File: config.mk
export PLATFORM = sky130hd
export DESIGN_NAME = mul_rr_sequencer
export DESIGN_NICKNAME = d
export VERILOG_FILES = /design/src/rtl/mul_pkg.sv /design/src/rtl/mul_shift_add_core.sv /design/src/rtl/mul_rr_sequencer.sv
export SDC_FILE = /design/constraint.sdc
export NUM_CORES = 1
export LEC_CHECK = 0
export BUFFER_PORTS_ARGS = -buffer_cell sky130_fd_sc_hd__buf_2
export CAP_MARGIN = 20
export CORE_ASPECT_RATIO = 1.75
export CORE_MARGIN = 10
export CORE_UTILIZATION = 28
export CTS_BUF_LIST = sky130_fd_sc_hd__clkbuf_16
export DETAILED_ROUTE_END_ITERATION = 8
export GPL_ROUTABILITY_DRIVEN = 0
export GPL_TIMING_DRIVEN = 0
export PLACE_DENSITY = 0.49
export SYNTH_ARGS = -nofsm -noshare
export SYNTH_HDL_FRONTEND = slang
export SYNTH_SLANG_ARGS = --single-unit
File: constraint.sdc
create_clock -name clk -period 4.2 [get_ports clk]
set_input_delay 0.84 -clock clk [delete_from_list [all_inputs] [get_ports clk]]
set_output_delay 0.84 -clock clk [all_outputs]
set_load 0.005 [all_outputs]
File: src/rtl/mul_pkg.sv
// mul_pkg: state encoding, default widths and the round-robin grant search shared
// by the multiplier sequencer and its datapath.
package mul_pkg;

    localparam int DEF_WIDTH   = 32;
    localparam int DEF_NUM_REQ = 4;
    localparam int MAX_REQ     = 64;

    typedef enum logic [1:0] {
        IDLE = 2'd0,
        RUN  = 2'd1,
        RESP = 2'd2
    } state_t;

    // First set bit of valid strictly after last, wrapping at n; -1 when none is set.
    function automatic int rr_next(input logic [MAX_REQ-1:0] valid, input int last, input int n);
        int pick;
        int idx;
        pick = -1;
        idx  = 0;
        for (int i = 1; i <= MAX_REQ; i++) begin
            if (i <= n && pick < 0) begin
                idx = last + i;
                if (idx >= n) idx = idx - n;
                if (valid[idx]) pick = idx;
            end
        end
        return pick;
    endfunction

endpackage

File: src/rtl/mul_shift_add_core.sv
// mul_shift_add_core: one-bit-per-cycle unsigned shift-add multiplier datapath.
// With MUL_EARLY_TERM_EN defined, done also fires once the remaining multiplier bits are zero.
module mul_shift_add_core
    import mul_pkg::*;
#(
    parameter int WIDTH = DEF_WIDTH
) (
    input  logic               clk,
    input  logic               rst,
    input  logic               load,
    input  logic               step,
    input  logic [WIDTH-1:0]   in0,
    input  logic [WIDTH-1:0]   in1,
    output logic               done,
    output logic [2*WIDTH-1:0] acc_next
);

    localparam int CW = (WIDTH > 1) ? $clog2(WIDTH) : 1;
    localparam logic [CW-1:0] LAST = CW'(WIDTH - 1);

    logic [2*WIDTH-1:0] mcand;
    logic [2*WIDTH-1:0] acc;
    logic [WIDTH-1:0]   mplier;
    logic [CW-1:0]      count;

    assign acc_next = acc + (mplier[0] ? mcand : '0);

`ifdef MUL_EARLY_TERM_EN
    // The step in progress consumes mplier[0]; nothing above it means no further adds.
    assign done = (count == LAST) || (mplier[WIDTH-1:1] == '0);
`else
    assign done = (count == LAST);
`endif

    always_ff @(posedge clk or negedge rst) begin
        if (!rst) begin
            mcand  <= '0;
            acc    <= '0;
            mplier <= '0;
            count  <= '0;
        end else if (load) begin
            mcand  <= {{WIDTH{1'b0}}, in0};
            acc    <= '0;
            mplier <= in1;
            count  <= '0;
        end else if (step) begin
            acc    <= acc_next;
            mcand  <= mcand << 1;
            mplier <= mplier >> 1;
            count  <= count + CW'(1);
        end
    end

endmodule

File: src/rtl/mul_rr_sequencer.sv
// mul_rr_sequencer: round-robin front end sharing one shift-add multiplier among
// NUM_REQ requesters; MUL_EARLY_TERM_EN selects the early-terminating datapath.
module mul_rr_sequencer
    import mul_pkg::*;
#(
    parameter  int WIDTH   = DEF_WIDTH,
    parameter  int NUM_REQ = DEF_NUM_REQ,
    localparam int ID_W    = $clog2(NUM_REQ)
) (
    input  logic                     clk,
    input  logic                     rst,
    input  logic [NUM_REQ-1:0]       req_valid,
    output logic [NUM_REQ-1:0]       req_ready,
    input  logic [NUM_REQ*WIDTH-1:0] req_in0,
    input  logic [NUM_REQ*WIDTH-1:0] req_in1,
    output logic                     rsp_valid,
    input  logic                     rsp_ready,
    output logic [ID_W-1:0]          rsp_id,
    output logic [2*WIDTH-1:0]       rsp_result,
    output logic                     busy,
    output state_t                   dbg_state
);

    // Handshakes: a transfer happens on a rising edge where valid and ready are both
    // high; a requester holds valid and operands until then, and the response holds
    // rsp_id/rsp_result until rsp_ready.

    state_t             state;
    logic [ID_W-1:0]    last_grant;
    int                 grant_idx;
    logic               any_valid;
    logic [ID_W-1:0]    grant;
    logic [WIDTH-1:0]   sel_in0;
    logic [WIDTH-1:0]   sel_in1;
    logic               core_load;
    logic               core_step;
    logic               core_done;
    logic [2*WIDTH-1:0] core_acc_next;

    assign grant_idx = rr_next(MAX_REQ'(req_valid), int'(last_grant), NUM_REQ);
    assign any_valid = (grant_idx >= 0);
    assign grant     = any_valid ? ID_W'(grant_idx) : '0;
    assign sel_in0   = req_in0[grant*WIDTH +: WIDTH];
    assign sel_in1   = req_in1[grant*WIDTH +: WIDTH];

    assign req_ready = (state == IDLE && rst && any_valid) ? (NUM_REQ'(1) << grant) : '0;
    assign core_load = (state == IDLE) && any_valid;
    assign core_step = (state == RUN);
    assign dbg_state = state;

    mul_shift_add_core #(
        .WIDTH (WIDTH)
    ) u_core (
        .clk      (clk),
        .rst      (rst),
        .load     (core_load),
        .step     (core_step),
        .in0      (sel_in0),
        .in1      (sel_in1),
        .done     (core_done),
        .acc_next (core_acc_next)
    );

    always_ff @(posedge clk or negedge rst) begin
        if (!rst) begin
            state      <= IDLE;
            last_grant <= ID_W'(NUM_REQ - 1);
            rsp_valid  <= 1'b0;
            rsp_id     <= '0;
            rsp_result <= '0;
            busy       <= 1'b0;
        end else begin
            case (state)
                IDLE: begin
                    if (any_valid) begin
                        last_grant <= grant;
                        busy       <= 1'b1;
                        state      <= RUN;
                    end
                end
                RUN: begin
                    // Capture the sum including this cycle's final add.
                    if (core_done) begin
                        rsp_valid  <= 1'b1;
                        rsp_id     <= last_grant;
                        rsp_result <= core_acc_next;
                        state      <= RESP;
                    end
                end
                RESP: begin
                    if (rsp_ready) begin
                        rsp_valid <= 1'b0;
                        busy      <= 1'b0;
                        state     <= IDLE;
                    end
                end
                default: state <= IDLE;
            endcase
        end
    end

endmodule

==> reports/qor.txt <==
met3 WL = 2560 um
Post-Synth Simple-Gate Area = 0.177
flops & latches, synth = 237
Fin. Hold Viols = 0
Slew Limit Fails = 0
CTS Hold Bufs = 0
maximum vdd drop = 0.548 mV
# diodes = 0
worst-path cell with the longest stage delay = or4_1
Place WS = -0.769 ns
final hold slack = 0.144 ns
fin crit period = 4.05 ns
Min-Delay Path Class = in2async
CTS tree = yes
status = completed
final cell count without fillers = 2698
clock tree sinks = 237
CP required = 4.67 ns
Logic pwr share = 0.603
Fin Clk Skew = 0.0229 ns
routed len/inst = 20.1 um
commonest non-fill, non-tap cells in the layout = nand2_1 (349), buf_2 (341), dfrtp_1 (234), o21ai_0 (197), clkbuf_1 (82)
CP peak stage delay = 0.61 ns
Synth Area in Compound Gates = 0.190
Adder-Cell Fraction of Synth Area = 0.0600
share of cells above drive strength 1 = 0.254
PwrDens = 840 nW/um^2
clock-pin slew of the registers on the worst-case setup and hold paths = 0.07 ns
clock buffer count from CTS = 24
die height = 325 um
largest net degree at the start of global routing = 115
FFs w/ async S/R, synth = 1.00
Setup Viol. Count Final = 0
mux contribution to synthesized area = 0.105
register area share after synthesis = 0.397
Post-Synthesis Net Count = 1962
worst-path maximum fanout = 10
MaxCap Viol Count = 0
gr usage total = 0.165
CP Cell Sequence = clkbuf_2, and2_1, ha_1, inv_1, or4_1, or3_1, o311ai_4, o21a_4, a32oi_1, o31ai_1, mux2_2, o211ai_1
switching share of power = 0.441
max frequency = 0.247 GHz
Synth Flop Type = dfrtp_1
EDFF count, synth = 0
Root Buffer = clkbuf_16
final setup margin = 0.146 ns
synthesized area = 14900 um^2
Area growth syn-to-layout = 25.0%
internal power = 8.76 mW
syn_area_per_cell = 9.17 um^2
first-pass GRT wire length = 84300 um
fin crit share = 0.965
leakage power = 8.83 nW
DIE WIDTH = 195 um
GRT overflow = 0
initial DRC count = 678
Crit Path Category = reg2reg
IO Pins = 337
DRT antenna net count = 0
final net count = 2338
Pre-antenna DRT Iters = 5
wl on met1 = 20700 um
die area = 63300 um^2
largest family of logic cells by synthesized area = compound AO/OA/AOI/OAI gates
Clk pwr share = 0.143
Worst Setup End Kind = register
clk_lat worst skew = 0.55 ns
Synth cell types = 63
metal2 WL = 29100 um
Rows = 111
DP HPWL = 44200 um
xor/xnor share of the synthesized area = 0.0346
sw power = 6.92 mW
H-tree Lvls = 1
critical path data arrival time = 4.52 ns
core area = 52600 um^2
max layer used = met4
Flop pwr share = 0.254
Tightest Pin Transition = 1.02 ns
Clock Path Buffers = 3
antenna violations before repair = 0
vias in the first global route = 14800
DRC Markers = 0
Synth Instances = 1628
commonest non-fill, non-tap cell in the layout = nand2_1
Placed Cells = 2646
YS warnings = 0
Via density = 5.04
startpoint type of the worst setup path = register
Starting Density = 0.284
# port buffers = 336
Via Count = 13600
Max-Slew Margin vs Limit = 0.320
total wire length = 54200 um
layer usage:
metal	GRT usage	vias to the layer above
li1	-	6587
met1	0.172	6597
met2	0.316	337
met3	0.0323	80
met4	0.0594	0
met5	0	-
kinds of logic after synthesis:
kind of cell               after synthesis
and+or+nand+nor                        581
DFF                                    237
xor gates and xnor gates                59
buffers and inverters                  138
AOI/OAI and AO/OA                      465
muxes                                   77
adders and majority gates               71
power by group through the flow:
stage          logic [mW]  registers (mW)  clock network (mW)
2_1_floorplan        6.51            3.84                   0
3_3_place_gp         9.17            3.98                   0
3_5_place_dp         9.37            4.00                   0
4_1_cts              9.49            4.00                2.32
5_1_grt              10.5            4.11                2.40
6_report             9.46            3.98                2.24
stage by stage:
step / utilization / TNS [ns] / area (um^2) / power (mW)
floorplan: - / 0 / 14900 / 10.3
global placement: 0.332 / -586.65 / 17500 / 13.2
detailed placement: 0.333 / -20.43 / 17600 / 13.4
CTS: 0.352 / 0 / 18500 / 15.8
global route: 0.355 / -0.0269 / 18700 / 17.0
finish: 0.355 / 0 / 18700 / 15.7
synth_stat cells (all sizes together) (3+ instances only):
cell type    n  area, um^2
o22ai        4        25.0
o211ai       5        37.5
o21bai      13        97.6
clkbuf      95         357
mux4        63        1420
nor2        36         135
nand2      349        1310
a21boi       6        45.1
xnor2       34         298
a21o        40         300
o21ai      206        1030
ha          70         876
and2        69         432
nor3         6        30.0
nand2b       9        56.3
o21a         9        67.6
nor2b       10        62.6
a21oi       74         370
o311a        3        41.3
nand4       12        75.1
a31oi       10        62.6
mux2i        5        50.1
a22oi       64         480
or3          5        31.3
inv         23        86.3
or4          3        22.5
mux2         9         101
or2          3        18.8
and4         7        63.8
and3        10        67.6
o31ai        7        66.3
dfrtp      235        5880
buf         20        86.3
nand3       56         280
xor2        25         219
a211o        3        26.3
a211oi       7        52.6
state kept, by name, summed over array words and instances, names as in the netlist:
signal	flops
rsp_result	64
busy	1
u_core.acc	64
u_core.mplier	32
dbg_state	2
rsp_id	2
rsp_valid	1
last_grant	2
u_core.count	5
u_core.mcand	64
worst max-delay path: cells and delay by family (launching register included):
family,cells,cell delay [ns]
buffers and inverters,2,0.33
AOI/OAI and AO/OA,5,1.01
adders and majority gates,1,0.41
muxes,1,0.43
DFF,1,0.51
and+or+nand+nor,3,1.28
worst paths after layout:
path	cells past startpoint	slack, ns	start	to
min	1	0.14	rst	u_core.acc[19]
max in group asynchronous	2	3.18	rst	u_core.acc[54]
min in group clk	2	0.47	rsp_result[49]	rsp_result[49]
max	12	0.15	u_core.mplier[0]	u_core.acc[60]
min reg2reg	2	0.47	rsp_result[49]	rsp_result[49]
max reg2reg	12	0.15	u_core.mplier[0]	u_core.acc[60]
area by class of cell:
cell class / instances / area [um^2]
clock buffer: 24 / 601
sequential: 237 / 5930
timing repair buffer: 359 / 1920
buffer: 106 / 465
tap: 678 / 848
multi-input combinational: 1253 / 8610
inverter: 23 / 90.1
fill: 5435 / 34000
clock inverter: 18 / 194
timing repair:
| item | 4_1_cts | 5_1_grt |
|---|---|---|
| endpoints found under the setup margin | 90 | 22 |
| buffers inserted | 5 | 14 |
| pin swaps | 4 | 8 |
| gates cloned | 0 | 0 |
| gates resized for setup | 36 | 19 |
Note: power is estimated with default switching activity, not from simulation.
